==> src/rtl/cpu_pkg.sv <==
// Shared CPU-wide constants: address width and the first fetch address after reset.
package cpu_pkg;

  localparam int unsigned      ADDR_W   = 32;
  localparam logic [ADDR_W-1:0] PC_RESET = 32'h0000_0000;

endpackage

==> src/rtl/program_counter_if.sv <==
// Next-PC / current-PC bundle between the control/next-PC logic (master) and the PC register (slave).
interface program_counter_if
  import cpu_pkg::*;
#(
  parameter int unsigned WIDTH = ADDR_W
);

  logic             PCWre;
  logic [WIDTH-1:0] PCin;
  logic [WIDTH-1:0] PCOut;

  modport master (output PCWre, output PCin, input PCOut);
  modport slave  (input PCWre, input PCin, output PCOut);

endinterface

==> src/rtl/program_counter.sv <==
// Architectural PC register: loads the upstream next-PC when enabled and holds otherwise (halt/stall).
// The stored value is bit-exact; alignment is the responsibility of whoever produces PCin.
module program_counter
  import cpu_pkg::*;
#(
  parameter int unsigned      WIDTH       = ADDR_W,
  parameter logic [WIDTH-1:0] RESET_VALUE = WIDTH'(PC_RESET)
) (
  input  logic              clk,
  input  logic              reset,
  program_counter_if.slave  pc_bus
);

  logic [WIDTH-1:0] pc_q;

  // Synchronous reset has priority over the write enable.
  always_ff @(posedge clk) begin
    if (reset) begin
      pc_q <= RESET_VALUE;
    end else if (pc_bus.PCWre) begin
      pc_q <= pc_bus.PCin;
    end
  end

  assign pc_bus.PCOut = pc_q;

  a_reset_value : assert property (@(posedge clk) reset |=> (pc_q == RESET_VALUE));

  a_hold_stable : assert property (@(posedge clk) disable iff (reset)
                                   !pc_bus.PCWre |=> $stable(pc_q));

endmodule

==> src/flat_wrapper.sv <==
// flat-port wrapper written by rule: the top's interface ports become plain ports
module program_counter_flat import cpu_pkg::*;
#(
  parameter int unsigned      WIDTH       = ADDR_W,
  parameter logic [WIDTH-1:0] RESET_VALUE = WIDTH'(PC_RESET)
)
  (clk, reset, pc_bus_PCWre, pc_bus_PCin, pc_bus_PCOut);
  program_counter_if #(.WIDTH(WIDTH)) pc_bus_i ();
  input  logic clk;
  input  logic reset;
  input wire logic [$bits(pc_bus_i.PCWre)-1:0] pc_bus_PCWre;
  input wire logic [$bits(pc_bus_i.PCin)-1:0] pc_bus_PCin;
  output wire logic [$bits(pc_bus_i.PCOut)-1:0] pc_bus_PCOut;
  assign pc_bus_i.PCWre = pc_bus_PCWre;
  assign pc_bus_i.PCin = pc_bus_PCin;
  assign pc_bus_PCOut = pc_bus_i.PCOut;
  program_counter #(.WIDTH(WIDTH), .RESET_VALUE(RESET_VALUE)) u_core (.clk(clk), .reset(reset), .pc_bus(pc_bus_i));
endmodule
==> config.mk <==
export PLATFORM = sky130hd
export DESIGN_NAME = program_counter_flat
export DESIGN_NICKNAME = d
export VERILOG_FILES = /design/src/rtl/cpu_pkg.sv /design/src/rtl/program_counter_if.sv /design/src/rtl/program_counter.sv /design/src/flat_wrapper.sv
export SDC_FILE = /design/constraint.sdc
export NUM_CORES = 1
export LEC_CHECK = 0
export CORE_MARGIN = 2
export CORE_UTILIZATION = 33
export DETAILED_ROUTE_END_ITERATION = 10
export MAX_ROUTING_LAYER = met4
export PLACE_DENSITY = 0.74
export SYNTH_ARGS = -nofsm -noshare
export SYNTH_HDL_FRONTEND = slang
export SYNTH_SLANG_ARGS = --single-unit
==> constraint.sdc <==
create_clock -name clk -period 0.8 [get_ports clk]
set_input_delay 0.16 -clock clk [delete_from_list [all_inputs] [get_ports clk]]
set_output_delay 0.16 -clock clk [all_outputs]
set_load 0.02 [all_outputs]
==> out/qor.yml <==
floorplan:
  rows: 21
  io_pins: 67
  core-area_um2: 3360
  start_util_pct: 34.6
  dieArea_um2: 4020
  die_w_um: 63.4
  die_h_um: 63.4
place:
  portBuffers: 66
  routabilityCongestion: 0.756
  post-dp-hpwl_mm: 2.05
synthesis:
  syn_area_per_cell_um2: 11.3
  synth_area_um2: 1160
  ys_warn_count: 0
  synth_top_family_by_area: "multiplexers"
  synth.yosys.seq_area_share_pct: 55.1
  syn_inst: 103
  synthesis.nets: 138
  muxShareOfSynthArea_pct: 27.5
  synth_compound_area_share_pct: 0
  synth_simple_gate_area_share_pct: 10.3
  ys_seq_elements: 32
  synth-adder-area-share_pct: 0
  synthXorXnorAreaFrac_pct: 0
  yosysUniqueCellTypes: 6
worst_setup_path:
  endpoint_kind: "output port"
  crit_cells: 1
  path_cells: "buf_6"
  cpMaxStageDelayCell: "dfxtp_2"
  rr_startpoint: "u_core.pc_bus.PCOut[17]$_SDFFE_PP0P_"
  critPathLaunch: "u_core.pc_bus.PCOut[27]$_SDFFE_PP0P_"
  path_class: "reg -> out"
  path_max_fanout: 2
  cp_top_family: "flip-flops"
  critPathLaunchType: "register"
  crit_buf_inv: 1
  rr_endpoint: "u_core.pc_bus.PCOut[17]$_SDFFE_PP0P_"
  ff2ff_path_depth: 3
  critPathCapture: "pc_bus_PCOut[27]"
  reg2reg_slack_ns: 0.03
  worstPathArrival_ns: 0.79
  max_stage_delay_ns: 0.35
  worstPathRequired_ns: 0.64
clock_tree:
  insertion_delay_ns: 0.32
  htreeDepth: 2
  numCtsBuffers: 5
  cts_root_buf: "clkbuf_4"
  cts_tree: "yes"
  clk_path_buf_depth: 2
  clk_transition_reported_paths_ns: 0.10
  clock_sinks: 32
power:
  p_clk_share_pct: 31.5
  share_comb_of_total_power_pct: 20.5
  switchingPower_uw: 885
  swShare_pct: 23.9
  seq_power_share_pct: 47.9
  total_power_mw: 3.70
  peakVddDrop_mv: 1.08
  p_int_mw: 2.82
  power_density_nw_per_um2: 1800
  p_leak_nw: 0.947
cells_and_area:
  drive_above_1_share_pct: 44.6
  largest_reg_flops: 32
  area.growth.synth_to_final_pct: 76.5
  final_util_pct: 61.0
  finalNetCount: 211
  antenna_cells: 0
drt:
  drc_errors: 0
  via_count: 992
  ant_nets: 0
  dr.pass1.iters: 4
  via_per_inst: 4.45
  wirelength_mm: 2.94
  wl_per_cell_um: 13.2
  drtIter0Drc: 35
sta:
  slew_viol_final: 0
  clock_skew_ns: 0
  period_minus_slack_ns: 0.953
  hold_violations: 0
  slew_headroom_pct: 89.1
  setup_tns_ns: -4.34
  setup_viol: 32
  finalWorstSetupSlack_ns: -0.153
  fin_crit_sh_pct: 119
  worst_pin_slew_ns: 0.159
  fmax_mhz: 1050
  rsz0062_at_grt: "true"
  timing.hold.ws_ns: 0.359
global_route:
  track_usage_pct: 16.0
  grt_max_degree: 33
  grt_first_pass_wirelength_mm: 4.71
  antenna_found_initial: 0
  grt-ovfl-total: 0
  grt_pass1_vias: 989
run_status:
  violations: "setup timing"
  outcome: "finished with violations"
hold_path:
  hp-class: "in -> reg"
  holdPathStages: 4
job:
  max_cap_viol_count: 0
-- stage by stage --
step	worst slack, ns	cell area [um2]	cells
after floorplan	0.0473	1160	103
after global placement	-0.285	1870	212
after detailed placement	-0.301	1870	212
after CTS	-0.180	2040	221
after global routing	-0.204	2050	223
final	-0.153	2050	223
-- cell families after synthesis --
kind of cell	after synthesis
buffers and inverters	7
flip-flops	32
multiplexers	32
AND/OR/NAND/NOR	32
-- layout make-up --
type,count,area (um2)
Sequential cell,32,681
Multi-Input combinational cell,64,440
Fill cell,298,1310
Clock buffer,6,41.3
Timing Repair Buffer,73,798
Tap cell,46,57.6
Clock inverter,2,35.0
-- per-layer routing --
| metal | vias up | global-route usage, % | wire length, um |
|---|---|---|---|
| met5 | - | - | 0 |
| met4 | 0 | 6.52 | 55 |
| met3 | 6 | 6.43 | 230 |
| met2 | 46 | 26.7 | 1490 |
| met1 | 459 | 16.8 | 1170 |
| li1 | 481 | - | - |
-- how the worst min path moves through the flow --
stage / from / end
floorplan: reset / u_core.pc_bus.PCOut[29]$_SDFFE_PP0P_
global placement: u_core.pc_bus.PCOut[25]$_SDFFE_PP0P_ / u_core.pc_bus.PCOut[25]$_SDFFE_PP0P_
detailed placement: u_core.pc_bus.PCOut[29]$_SDFFE_PP0P_ / u_core.pc_bus.PCOut[29]$_SDFFE_PP0P_
CTS: pc_bus_PCWre / u_core.pc_bus.PCOut[31]$_SDFFE_PP0P_
global route: pc_bus_PCWre / u_core.pc_bus.PCOut[7]$_SDFFE_PP0P_
finish: pc_bus_PCWre / u_core.pc_bus.PCOut[31]$_SDFFE_PP0P_
-- power by group through the flow --
stage,Combinational (mW),Sequential [mW],Clock [mW]
after floorplan,0.221,1.89,0
after global placement,0.716,1.77,0
after detailed placement,0.729,1.77,0
after CTS,0.755,1.77,1.22
after global routing,0.808,1.78,1.30
final,0.760,1.77,1.17
-- cells in the mapped netlist --
cell type,number,share of area [%]
dfxtp_1,32,55
nor2_1,32,10
clkbuf_1,3,0.97
mux2i_1,32,28
buf_6,1,0.97
buf_12,3,5.2
-- timing repair --
action	CTS	global route
hold buffers	0	0
buffers inserted	1	2
gates resized for setup	224	0
pin swaps	0	0
endpoints found under the setup margin	32	32
-- placed cells by master (no fill, tap or decap) --
master,synthesis,routed
buf_12,3,4
clkdlybuf4s50_1,0,33
buf_4,0,3
mux2i_1,32,32
dfxtp_2,0,32
clkbuf_1,3,1
bufinv_16,0,1
clkbuf_4,0,5
buf_6,1,32
clkinv_2,0,1
nor2_1,32,32
buf_2,0,1
Note: power is estimated with default switching activity, not from simulation.
